### src/rtl/romulus_config_pkg.sv
// romulus_config_pkg
//   Shared configuration for the masked Romulus datapath and its bus adapters.
//   STATESHARES / KEYSHARES : share counts for the state and key paths.
//   BUSW                    : bus word width per share (must divide 128).
//   WORDS                   : beats per 128-bit block at the configured BUSW.
//   words_of / clog2_min1   : helpers so serializer and collector size their
//                             beat counters identically for any BUSW override.
//   ser_state_e             : serializer FSM states.
package romulus_config_pkg;

    localparam int STATESHARES = 2;
    localparam int KEYSHARES   = 2;
    localparam int BUSW        = 32;

    function automatic int words_of(input int busw);
        return 128 / busw;
    endfunction

    // Ceiling log2, never below 1 so a WORDS==1 counter is still a legal vector.
    function automatic int clog2_min1(input int n);
        int r;
        r = 0;
        while ((1 << r) < n) r++;
        return (r < 1) ? 1 : r;
    endfunction

    localparam int WORDS = words_of(BUSW);

    typedef enum logic {
        SER_IDLE = 1'b0,
        SER_SEND = 1'b1
    } ser_state_e;

endpackage

### src/rtl/share_serializer.sv
// share_serializer
//   Takes one masked 128-bit block (share-contiguous: share i at bits
//   128*i+127:128*i) and streams it as WORDS beats; beat j carries word j of
//   every share, share i in bits BUSW*i+BUSW-1:BUSW*i. Word 0 is the LS word.
//
//   state    | meaning
//   ---------+--------------------------------------------------------------
//   SER_IDLE | no block held, blk_ready=1, word_valid=0
//   SER_SEND | presenting word cnt of the held block, word_valid=1
//
// Ports
//   clk, rst                     clock, synchronous active-high reset
//   blk_data/blk_last/blk_valid  block input, blk_ready back to upstream
//   word_data/word_valid         beat output, word_ready from downstream
//   word_eob                     beat is the final word of its block
//   word_last                    word_eob of the message's final block
module share_serializer
    import romulus_config_pkg::*;
#(
    parameter int SHARES = romulus_config_pkg::STATESHARES,
    parameter int BUSW   = romulus_config_pkg::BUSW
) (
    input  logic                     clk,
    input  logic                     rst,
    input  logic [128*SHARES-1:0]    blk_data,
    input  logic                     blk_last,
    input  logic                     blk_valid,
    output logic                     blk_ready,
    output logic [BUSW*SHARES-1:0]   word_data,
    output logic                     word_valid,
    input  logic                     word_ready,
    output logic                     word_eob,
    output logic                     word_last
);

    localparam int              WORDS    = words_of(BUSW);
    localparam int              CW       = clog2_min1(WORDS);
    localparam logic [CW-1:0]   LAST_CNT = CW'(WORDS - 1);

    ser_state_e                 state_q, state_d;
    logic [CW-1:0]              cnt_q,   cnt_d;
    logic [128*SHARES-1:0]      blk_q,   blk_d;
    logic                       last_q,  last_d;

    logic                       send;
    logic                       eob;
    logic                       accept;

    assign send = (state_q == SER_SEND);
    assign eob  = send && (cnt_q == LAST_CNT);

    // Ready during the final beat's handshake lets the next block load with
    // no idle cycle; this makes blk_ready combinational from word_ready.
    assign blk_ready = !rst && (!send || (eob && word_ready));
    assign accept    = blk_valid && blk_ready;

    always_comb begin
        state_d = state_q;
        cnt_d   = cnt_q;
        blk_d   = blk_q;
        last_d  = last_q;
        unique case (state_q)
            SER_IDLE: begin
                if (accept) begin
                    state_d = SER_SEND;
                    cnt_d   = '0;
                    blk_d   = blk_data;
                    last_d  = blk_last;
                end
            end
            SER_SEND: begin
                if (word_ready) begin
                    if (cnt_q != LAST_CNT) begin
                        cnt_d = cnt_q + CW'(1);
                    end else if (accept) begin
                        cnt_d  = '0;
                        blk_d  = blk_data;
                        last_d = blk_last;
                    end else begin
                        state_d = SER_IDLE;
                    end
                end
            end
            default: state_d = SER_IDLE;
        endcase
    end

    always_ff @(posedge clk) begin
        if (rst) begin
            state_q <= SER_IDLE;
            cnt_q   <= '0;
            blk_q   <= '0;
            last_q  <= 1'b0;
        end else begin
            state_q <= state_d;
            cnt_q   <= cnt_d;
            blk_q   <= blk_d;
            last_q  <= last_d;
        end
    end

    // Per-share word select; the held block is cleared on reset, so the bus
    // reads zero until the first block is captured.
    for (genvar i = 0; i < SHARES; i++) begin : g_share
        logic [BUSW-1:0] beat;
        always_comb begin
            beat = '0;
            for (int w = 0; w < WORDS; w++) begin
                if (cnt_q == CW'(w)) beat = blk_q[128*i + BUSW*w +: BUSW];
            end
        end
        assign word_data[BUSW*i +: BUSW] = beat;
    end

    assign word_valid = send;
    assign word_eob   = eob;
    assign word_last  = eob && last_q;

endmodule

### config.mk
export PLATFORM = sky130hd
export DESIGN_NAME = share_serializer
export DESIGN_NICKNAME = d
export VERILOG_FILES = /design/src/rtl/romulus_config_pkg.sv /design/src/rtl/share_serializer.sv
export SDC_FILE = /design/constraint.sdc
export NUM_CORES = 1
export LEC_CHECK = 0
export CAP_MARGIN = 30
export CORE_UTILIZATION = 30
export DETAILED_ROUTE_END_ITERATION = 7
export GPL_TIMING_DRIVEN = 0
export PLACE_DENSITY = 0.54
export SYNTH_ARGS = -nofsm -noshare
export SYNTH_HDL_FRONTEND = slang
export SYNTH_SLANG_ARGS = --single-unit
### constraint.sdc
create_clock -name clk -period 1.75 [get_ports clk]
set_input_delay 0.175 -clock clk [delete_from_list [all_inputs] [get_ports clk]]
set_output_delay 0.175 -clock clk [all_outputs]
set_load 0.005 [all_outputs]
# ---- Word-level counts from Yosys, hierarchy flattened
# Index checks and enable logic that the tools add are counted.
dict set report totals {
  ff_bits 260
  out_inout_bits 68
  memories 0
  ramBits 0
  romBits 0
  word_cells 46
  latch_bits 0
}
dict set report op_classes {
  add_sub_neg 1
  shift 0
  n_div 0
  magnitude_cmp 0
  n_reduce_logical 10
  n_eq_ne 6
  n_mux 24
  n_mul 0
  n_bitwise 1
}
# cell count
set ops {}
lappend ops {{$mux W256} 3}
lappend ops {{$pmux W256 S2} 1}
lappend ops {{$mux W32} 8}
lappend ops {{$mux W1} 6}
lappend ops {{$mux W2} 3}
lappend ops {{$ne A2 B2 Y1 const B} 3}
lappend ops {{$logic_and A1 B1 Y1} 5}
lappend ops {{$eq A2 B2 Y1 const B} 2}
lappend ops {{$pmux W1 S2} 2}
lappend ops {{$pmux W2 S2} 1}
lappend ops {{$add A2 B1 Y2 const B} 1}
lappend ops {{$eq A2 B1 Y1 const B} 1}
lappend ops {{$logic_not A1 Y1} 2}
lappend ops {{$logic_not A2 Y1} 1}
lappend ops {{$reduce_and A2 Y1} 1}
lappend ops {{$logic_or A1 B1 Y1} 1}
lappend ops {{$not A1 Y1} 1}

# ---- Logic depth before layout (Yosys ltp)
# Gate-level depths: netlist (run 1).
dict set report logic_depth {
  word_depth 10
  mapped_depth 7
  ltp_nobuf 5
}

# ---- Worst setup path after synthesis (run 1)
# OpenSTA, ideal clock, no wires.
dict set report synth_timing {
  path_kind {reg2out}
  start {register cnt_q[1]}
  end {output word_data[21]}
  path_stages_with_launch 8
  arrival_time_ns 1.622
  path_slack_ns -0.047
  path_cell_list {dfxtp_1 -> inv_1 -> ha_1 -> nor2b_1 -> clkbuf_1 -> clkbuf_1 -> a221oi_1 -> o31ai_1}
}
dict set report synth_between {
  elab_chain_len 5
}
# element line_no
set synth_lines {}
lappend synth_lines {{from (decl)} share_serializer.sv:41} ;# logic [CW-1:0] cnt_q, cnt_d;
lappend synth_lines {{from (signal assigned)} share_serializer.sv:96} ;# cnt_q <= cnt_d;
lappend synth_lines {{$logic_not A2 Y1} share_serializer.sv:109} ;# if (cnt_q == CW'(w)) beat = blk_q[128*i + BUSW*w +: BUSW];
lappend synth_lines {{$mux W32 (3 in series)} share_serializer.sv:109}
lappend synth_lines {{$mux W32 (*)} share_serializer.sv:109}
lappend synth_lines {{to (decl)} share_serializer.sv:29} ;# output logic [BUSW*SHARES-1:0] word_data,
# Mark *: on every way between the ends. The rest lies on a longest branch, timed or not.

# ---- Worst setup path in the final report (run 1)
dict set report layout_timing {
  start {register cnt_q[1]}
  end {output word_data[47]}
}
# Same word-level chain as after synthesis.

==> results of run 1 <==
[sequential cells by signal, summed over array words and instances, names as in the netlist]
name,cells
cnt_q,2
word_valid,1
last_q,1
blk_q,256
[worst paths after layout]
path                                     from  slack [ns]  cells after the start       endpoint
worst min register to register     blk_q[210]        0.58                      2     blk_q[210]
worst min-delay path            blk_data[201]        0.19                      2     blk_q[201]
worst max-delay path                 cnt_q[1]       -0.70                      9  word_data[47]
worst max register to register       cnt_q[1]       -0.41                     10      blk_q[19]
[cells by family (layout without fill, tap and decap cells)]
kind of cell               count (synthesis)  after routing  share of synthesized area
buffers and inverters                    104            530                    0.04151
adders and majority gates                  4              4                   0.004151
DFF                                      260            260                     0.4317
AOI/OAI and AO/OA                        134            134                    0.08987
and+or+nand+nor                          396            396                     0.1927
other                                      0              5                          0
muxes                                    257            257                     0.2400
[power by group through the flow]
stage	sequential (W)	clock [W]	combinational, W
after floorplan	0.00661	0	0.00104
final	0.00665	0.00640	0.00277
after global routing	0.00669	0.00676	0.00295
after CTS	0.00661	0.00656	0.00259
after detailed placement	0.00667	0	0.00226
after global placement	0.00666	0	0.00224
[metrics by stage]
step / worst slack, ns / hold slack, ns / utilization / setup TNS, ns
4_1_cts: -0.7883 / 0.1704 / 0.4713 / -128.63
3_3_place_gp: -1.630 / 0.5348 / 0.4033 / -253.35
3_5_place_dp: -1.577 / 0.5572 / 0.4033 / -254.06
6_report: -0.7037 / 0.1945 / 0.4876 / -133.52
2_1_floorplan: -0.04721 / 0.2957 / - / -0.9442
5_1_grt: -0.7874 / 0.1869 / 0.4873 / -166.13
[placed cells by master (no fill, tap or decap), drive strengths merged, types with 2 or more instances in the layout]
master / instances
clkbuf: 109
ha: 4
clkinv: 8
a221oi: 64
diode: 5
o211ai: 2
nor2: 3
mux2: 257
nand2: 64
nor2b: 323
buf: 142
bufinv: 3
clkdlybuf4s50: 261
dfxtp: 260
inv: 5
o31ai: 64
[metal layers]
layer  up-vias  global-route usage  wire, um
li1       4856                   -         -
met1      4804              0.2665     18940
met2       284              0.3536     21210
met3        88             0.06726      3455
met4        24             0.05021      1023
met5         -                   0       152
[layout make-up]
cell class	instances	area, sq um	area share
Timing Repair Buffer	374	3595	0.1860
Tap cell	525	656.9	0.03399
Buffer	98	1324	0.06849
Inverter	4	20.02	0.001036
Antenna cell	5	12.51	0.0006474
Multi-Input combinational cell	791	7523	0.3893
Clock buffer	41	833.3	0.04312
Sequential cell	260	5213	0.2697
Clock inverter	13	150.1	0.007768
[worst max-delay path: cells and delay by family (launching register included)]
kind | cells | cell delay [ns]
compound gates | 2 | 0.33
fa+ha+maj | 1 | 0.17
buf+inv | 5 | 0.71
flops | 1 | 0.37
simple gates | 1 | 0.13
[Yosys cell counts]
cell type    n
a21boi_2     1
o31ai_1     64
and3_1       1
mux2_2      27
and2_1       1
nor2_1       3
or3_1        1
a221oi_1    64
dfxtp_1    260
nor3_4       1
nor3b_1      1
inv_1        4
o21ai_0      1
mux2_1     230
nand4b_1     1
o211ai_1     2
ha_1         4
nand2_1     64
buf_1        4
clkbuf_1    60
buf_4       26
buf_2       10
a31oi_1      1
nor2b_1    323
a21oi_1      1
[timing repair]
action / in CTS / in global routing
setup buffers: 27 / 7
cloned: 13 / 2
gates resized for setup: 570 / 111
pin swaps: 69 / 35
setup endpoints to repair: 327 / 325
==> results.cfg, run 1 <==
[routing]
dr_total_vias = 10060
via_per_inst = 4.764
drt_wl_total_mm = 44.78
dr.pass1.iters = 4
drt_iter0_markers = 282
wl_per_cell_um = 21.21
final_antenna_net_count = 0
drc = 0

[synth]
synth_area_leaders = dfxtp_1, mux2_1, nor2b_1
synth_area_sq_um = 12060
synth_cell_types = 25
post-synth-top-area-cell = dfxtp_1
mappedNetlistNets = 1420
netlist_instances = 1155
yosysTopAreaCellShare = 0.4317
yosysWarnings = 0
synth-seq-area-share = 0.4317
ys_seq_elements = 260
avgSynthCellArea_sq_um = 10.44

[outcome]
violations = setup timing
status = finished, violations left

[power]
irDropWorstVdd_v = 0.0008406
p_comb_frac = 0.175
power.total_w = 0.01581
powerDensity_nw_per_um2 = 818.2
p_sw_frac = 0.2525
pwr-share-clk = 0.405
p_switching_w = 0.003993
seqPwrFrac = 0.420
power.internal_w = 0.01182
leakage_nw = 7.886

[sta]
worst_pin_slew_ns = 0.6231
max_slew_margin = 0.5846
max_freq_mhz = 407.6
setup_viol = 324
hold_viol_final = 0
finalWorstSetupSlack_ns = -0.7037
finalCritPeriodShare = 1.402
finClkSkew_ns = 0.009210
rsz0062_at_grt = yes
min_period_ns = 2.454
drv_slew = 0

[worst_setup_path]
critPathMaxStageDelay_ns = 0.37
path_class = reg2out
cp_slowest_cell = dfxtp_4
cpMostUsedCell = clkbuf_16
crit_fanout = 5
worstSetupEndpointType = primary output
crit_chain = inv_4 -> ha_4 -> nor2b_4 -> clkbuf_16 -> buf_12 -> clkbuf_16 -> a221oi_2 -> o31ai_2 -> buf_2
cp.arrival_ns = 2.28
required_ns = 1.57
startpoint_type = flop

[min_path]
hp-class = in2reg

[placed_design]
place_hpwl_mm = 31.42
postPlaceCellArea_sq_um = 15990
dp_cells = 2007
gp_congestion = 0.8306
port_buffers = 327

[grt]
overflow = 0
grt_pass1_vias = 10460
grt_use_total = 0.2127
grt_max_degree = 15
grt_pass1_wl_mm = 65.56
antenna_found_initial = 15

[cts]
ctsHoldBuffers = 0
insertion_delay_ns = 0.57
ctsRootBufferMaster = clkbuf_16
path_clk_slew_ns = 0.06
cts_buffers = 30
cts_tree = built
htreeDepth = 1
cts.path.max_buffers = 3
clock_sinks = 260

[run]
maxCapViolations = 0

[floorplan]
dieArea_sq_um = 40990
die_w_um = 202.5
ios = 329
placementRows = 73
die_h_um = 202.5
start_util = 0.3041
core_sq_um = 39640

[final_layout]
drive_gt1_frac = 0.2334
fin_area_sq_um = 19330
nNetsFinal = 1824
area_growth_syn_to_layout_pct = 60.31
fillers = 3718
fin_cells = 2111
Power figures use the tool's default switching activity.
==> run 2, diff against run 1 <==
--- a/config.mk
+++ b/config.mk
@@ -6,10 +6,11 @@
 export NUM_CORES = 1
 export LEC_CHECK = 0
 export CAP_MARGIN = 30
-export CORE_UTILIZATION = 30
+export CORE_UTILIZATION = 44
 export DETAILED_ROUTE_END_ITERATION = 7
 export GPL_TIMING_DRIVEN = 0
-export PLACE_DENSITY = 0.54
+export PLACE_DENSITY = 0.75
+export REMOVE_ABC_BUFFERS = 1
 export SYNTH_ARGS = -nofsm -noshare
 export SYNTH_HDL_FRONTEND = slang
 export SYNTH_SLANG_ARGS = --single-unit
==> run 2 against run 1 <==
Compared with the run above:
- the run still ends with setup timing left
- register-to-register slack worse by 0.34 ns
- setup slack worse by 0.094 ns
- non-clock buffer count is 5 lower
- flip-flop and latch count stayed put
- largest cell class unchanged
- largest power group unchanged
- highest routed layer is now met4
==> results.cfg, run 2 (synthesized netlist as in run 1, its figures left out) <==
[routing]
final_antenna_net_count = 0
drc = 0
wl_per_cell_um = 23.33
dr.pass1.iters = 4
drt_wl_total_mm = 44.78
dr_total_vias = 10530
via_per_inst = 5.488
drt_iter0_markers = 734

[power]
pwr-share-clk = 0.383
power.internal_w = 0.01193
powerDensity_nw_per_um2 = 796.2
p_switching_w = 0.003865
irDropWorstVdd_v = 0.0007323
p_comb_frac = 0.199
seqPwrFrac = 0.418
leakage_nw = 8.210
p_sw_frac = 0.2447

[final_layout]
top_register = blk_q
reg_top3 = blk_q x256, cnt_q x2
nNetsFinal = 1818
final_common_cell = nor2b_1
largest_register_ffs = 256
final_cell_mix = nor2b_1, clkdlybuf4s50_1, dfxtp_1
fillers = 1724
drive_gt1_frac = 0.3617
fin_area_sq_um = 19830
area_growth_syn_to_layout_pct = 64.51

[placed_design]
postPlaceCellArea_sq_um = 15870
gp_congestion = 0.7478
preCtsSetupSlack_ns = -2.454
place_hpwl_mm = 20.69
port_buffers = 328

[worst_setup_path]
timing.rr.end = blk_q[136]
crit_path_start = cnt_q[0]
setup.worst_path.end = word_data[43]
path_delay_family = buffers and inverters
critPathMaxStageDelay_ns = 0.39
path_depth = 9
crit_chain = inv_2 -> ha_1 -> nor2b_4 -> buf_12 -> buf_4 -> buf_6 -> a221oi_2 -> o31ai_2 -> buf_2
crit_fanout = 7
reg2reg_slack_ns = -0.75
worstSetupEndpointType = primary output
cp_num_buf_inv = 5
reg2reg_depth = 13
startpoint_type = flop
path_class = reg2out
required_ns = 1.57
cp_slowest_cell = dfxtp_4
timing.rr.start = cnt_q[0]
cp.arrival_ns = 2.37

[floorplan]
dieArea_sq_um = 28070
core_sq_um = 26950
start_util = 0.4474
die_w_um = 167.5
placementRows = 60
die_h_um = 167.5
ios = 329

[cts]
ctsRootBufferMaster = clkbuf_16
htreeDepth = 1
insertion_delay_ns = 0.55
clock_sinks = 260
cts_tree = built
path_clk_slew_ns = 0.06
cts.path.max_buffers = 3
cts_buffers = 29

[outcome]
violations = setup timing
status = finished, violations left

[sta]
setup_viol = 323
finClkSkew_ns = 0.02331
worst_pin_slew_ns = 0.9279
max_slew_margin = 0.3814
rsz0062_at_grt = yes
min_period_ns = 2.547
max_freq_mhz = 392.6
finalCritPeriodShare = 1.456
hold_viol_final = 0
finalWorstSetupSlack_ns = -0.7972
drv_slew = 0

[grt]
grt_pass1_wl_mm = 62.79
grt_use_total = 0.2867
grt_max_degree = 135
antenna_found_initial = 4
overflow = 0
grt_pass1_vias = 10890

[run]
maxCapViolations = 0

[min_path]
hp-class = in2reg
hold_depth = 2
## run 2: cell types whose count changed in the layout (fill, tap and decap cells not counted), sizes merged
cell / change
clkbuf: -54
buf: +52
bufbuf: +5
clkinv: -5
bufinv: -2
clkdlybuf4s50: -1
clkinvlp: -1
dlygate4sd2: -1
inv: -1
## run 2: cell type report
type	instances	area (sq um)	area share
clock inverters	4	45.04	0.002271
multi-input cells	791	7684	0.3874
repair buffers	467	5562	0.2804
well taps	341	426.7	0.02151
inverters	4	17.52	0.0008832
clock buffers	47	873.3	0.04403
diodes	5	12.51	0.0006308
flip-flops and latches	260	5214	0.2629
## run 2: layer usage
layer	routed length, um	global-route usage	vias to the layer above	part of all wire
met4	1611	0.09613	0	0.036
met1	18690	0.3556	5219	0.42
met3	2930	0.06831	105	0.065
met5	0	0	-	0
met2	21540	0.4862	374	0.48
li1	-	-	4834	-
## run 2: repair_timing
action                     4_1_cts  5_1_grt
cloned                          33        9
pin swaps                       65       26
hold buffers                     0        0
setup buffers                   63       29
setup endpoints to repair      328      326
gates resized for setup        488      228
hold endpoints to repair         0        0
## run 2: how the worst min path moves through the flow
stage	start	to	slack [ns]
3_5_place_dp	blk_q[140]	blk_q[140]	0.56
3_3_place_gp	cnt_q[1]	cnt_q[1]	0.54
4_1_cts	rst	word_valid	0.17
2_1_floorplan	rst	cnt_q[0]	0.24
6_report	rst	word_valid	0.21
5_1_grt	blk_data[82]	blk_q[82]	0.22
## run 2: per-stage QoR
step	setup TNS [ns]	hold WS (ns)	instances	total power [W]	util
final	-149.51	0.2126	1919	0.01579	0.7359
after global routing	-160.30	0.2209	1918	0.01627	0.7358
after CTS	-143.12	0.1658	1895	0.01545	0.7046
after detailed placement	-505.83	0.5615	1748	0.008857	0.5890
after global placement	-6567.87	0.5366	1724	0.008902	0.5670
after floorplan	-2246.44	0.2441	1055	0.007558	-
## run 2: power by group through the flow
stage	registers [W]	clock network, W	logic [W]
detailed placement	0.00666	0	0.00219
finish	0.00660	0.00605	0.00314
global route	0.00664	0.00634	0.00329
floorplan	0.00661	0	0.000949
CTS	0.00656	0.00605	0.00283
global placement	0.00665	0	0.00226
==> run 3, diff against run 2 <==
--- a/config.mk
+++ b/config.mk
@@ -9,6 +9,7 @@
 export CORE_UTILIZATION = 44
 export DETAILED_ROUTE_END_ITERATION = 7
 export GPL_TIMING_DRIVEN = 0
+export MAX_ROUTING_LAYER = met4
 export PLACE_DENSITY = 0.75
 export REMOVE_ABC_BUFFERS = 1
 export SYNTH_ARGS = -nofsm -noshare
==> run 3 against run 2 <==
Compared with the run above:
- the run still ends with setup timing left
- non-clock buffer count increased by 3
- clock-buffer cell count unchanged
- first-iteration DRC count decreased by 5.9%
- die area unchanged
- critical path type unchanged
- largest cell class unchanged
==> results.cfg, run 3 (synthesized netlist as in run 1, its figures left out) <==
[power]
leakage_nw = 8.251
seqPwrFrac = 0.417
powerDensity_nw_per_um2 = 792.9
p_switching_w = 0.003885
p_comb_frac = 0.200
pwr-share-clk = 0.383
irDropWorstVdd_v = 0.0006997
p_sw_frac = 0.2454
power.internal_w = 0.01195

[floorplan]
die_h_um = 167.5
die_w_um = 167.5
placementRows = 60
dieArea_sq_um = 28070
ios = 329
core_sq_um = 26950
start_util = 0.4474

[cts]
cts_buffers = 29
cts_tree = built
htreeDepth = 1
clock_sinks = 260
cts.path.max_buffers = 3
ctsRootBufferMaster = clkbuf_16
path_clk_slew_ns = 0.07
ctsHoldBuffers = 0
insertion_delay_ns = 0.55

[final_layout]
area_growth_syn_to_layout_pct = 65.59
nNetsFinal = 1821
reg_top3 = blk_q x256, cnt_q x2
final_common_cell = nor2b_1
fin_area_sq_um = 19960
largest_register_ffs = 256
utilization = 0.7408
top_register = blk_q
drive_gt1_frac = 0.3655
fillers = 1709
final_cell_mix = nor2b_1, clkdlybuf4s50_1, dfxtp_1

[outcome]
violations = setup timing
status = finished, violations left

[worst_setup_path]
reg2reg_slack_ns = -0.75
startpoint_type = flop
path_delay_family = buffers and inverters
cp_slowest_cell = dfxtp_4
critPathMaxStageDelay_ns = 0.39
worstSetupEndpointType = primary output
crit_fanout = 7
cp.arrival_ns = 2.47
crit_chain = inv_4 -> ha_4 -> buf_16 -> nor2b_4 -> buf_12 -> buf_16 -> buf_12 -> a221oi_2 -> o31ai_1 -> buf_2
required_ns = 1.57
cp_num_buf_inv = 6
path_class = reg2out

[placed_design]
gp_congestion = 0.7573
port_buffers = 328
preCtsSetupSlack_ns = -2.454
place_hpwl_mm = 20.69
postPlaceCellArea_sq_um = 15870

[grt]
antenna_found_initial = 6
grt_pass1_vias = 10890
grt_max_degree = 135
grt_pass1_wl_mm = 62.67
grt_use_total = 0.2954
overflow = 0

[min_path]
hp-class = in2reg

[routing]
wl_per_cell_um = 23.66
dr.pass1.iters = 4
drt_wl_total_mm = 45.49
via_per_inst = 5.494
drt_iter0_markers = 691
drc = 0
final_antenna_net_count = 0
dr_total_vias = 10570

[sta]
rsz0062_at_grt = yes
finalCritPeriodShare = 1.510
max_freq_mhz = 378.5
worst_pin_slew_ns = 0.9176
hold_viol_final = 0
drv_slew = 0
finClkSkew_ns = 0.02369
min_period_ns = 2.642
finalWorstSetupSlack_ns = -0.8922
max_slew_margin = 0.3882
setup_viol = 323

[run]
maxCapViolations = 0
run 3: cell types whose count changed in the layout (fill, tap and decap cells not counted), sizes merged:
cell,delta
clkbuf,+3
buf,-1
clkdlybuf4s15,+1
diode,+1
run 3: stage by stage:
stage / hold slack (ns) / power [W] / cells / TNS (ns)
3_3_place_gp: 0.5366 / 0.008902 / 1724 / -6567.87
6_report: 0.1834 / 0.01583 / 1923 / -150.28
3_5_place_dp: 0.5615 / 0.008857 / 1748 / -505.83
2_1_floorplan: 0.2441 / 0.007558 / 1055 / -2246.44
5_1_grt: 0.2192 / 0.01632 / 1923 / -160.31
4_1_cts: 0.1658 / 0.01545 / 1895 / -143.12
run 3: worst paths after layout:
kind                            depth (start not counted)       start            end
worst max register to register                         13    cnt_q[0]     blk_q[136]
worst min-delay path                                    2         rst     word_valid
worst min register to register                          2  word_valid       cnt_q[0]
worst max-delay path                                   10    cnt_q[1]  word_data[28]
run 3: routing by layer:
metal	share of wire	GRT usage	routed length, um	up-vias
met4	0.039	0.09613	1770	0
met3	0.067	0.06736	3030	115
met5	0	-	0	-
li1	-	-	-	4840
met1	0.42	0.3558	19110	5233
met2	0.47	0.4870	21580	377
run 3: area by class of cell:
cell class	instances	area, sq um	share of cell area
inverter	4	17.52	0.0008774
sequential	260	5214	0.2612
tap	341	426.7	0.02137
multi-input combinational	791	7721	0.3868
antenna	6	15.01	0.0007521
clock buffer	47	873.3	0.04375
clock inverter	4	45.04	0.002256
timing repair buffer	470	5652	0.2831
run 3: power groups by stage:
stage | Clock (W) | Combinational (W) | Sequential, W
6_report | 0.00606 | 0.00317 | 0.00660
2_1_floorplan | 0 | 0.000949 | 0.00661
3_3_place_gp | 0 | 0.00226 | 0.00665
4_1_cts | 0.00605 | 0.00283 | 0.00656
5_1_grt | 0.00635 | 0.00332 | 0.00664
3_5_place_dp | 0 | 0.00219 | 0.00666
run 3: what timing repair did:
action	4_1_cts	5_1_grt
setup endpoints to repair	328	326
cloned	33	12
buffers inserted	63	29
resized for setup	488	234
pin swaps	65	28
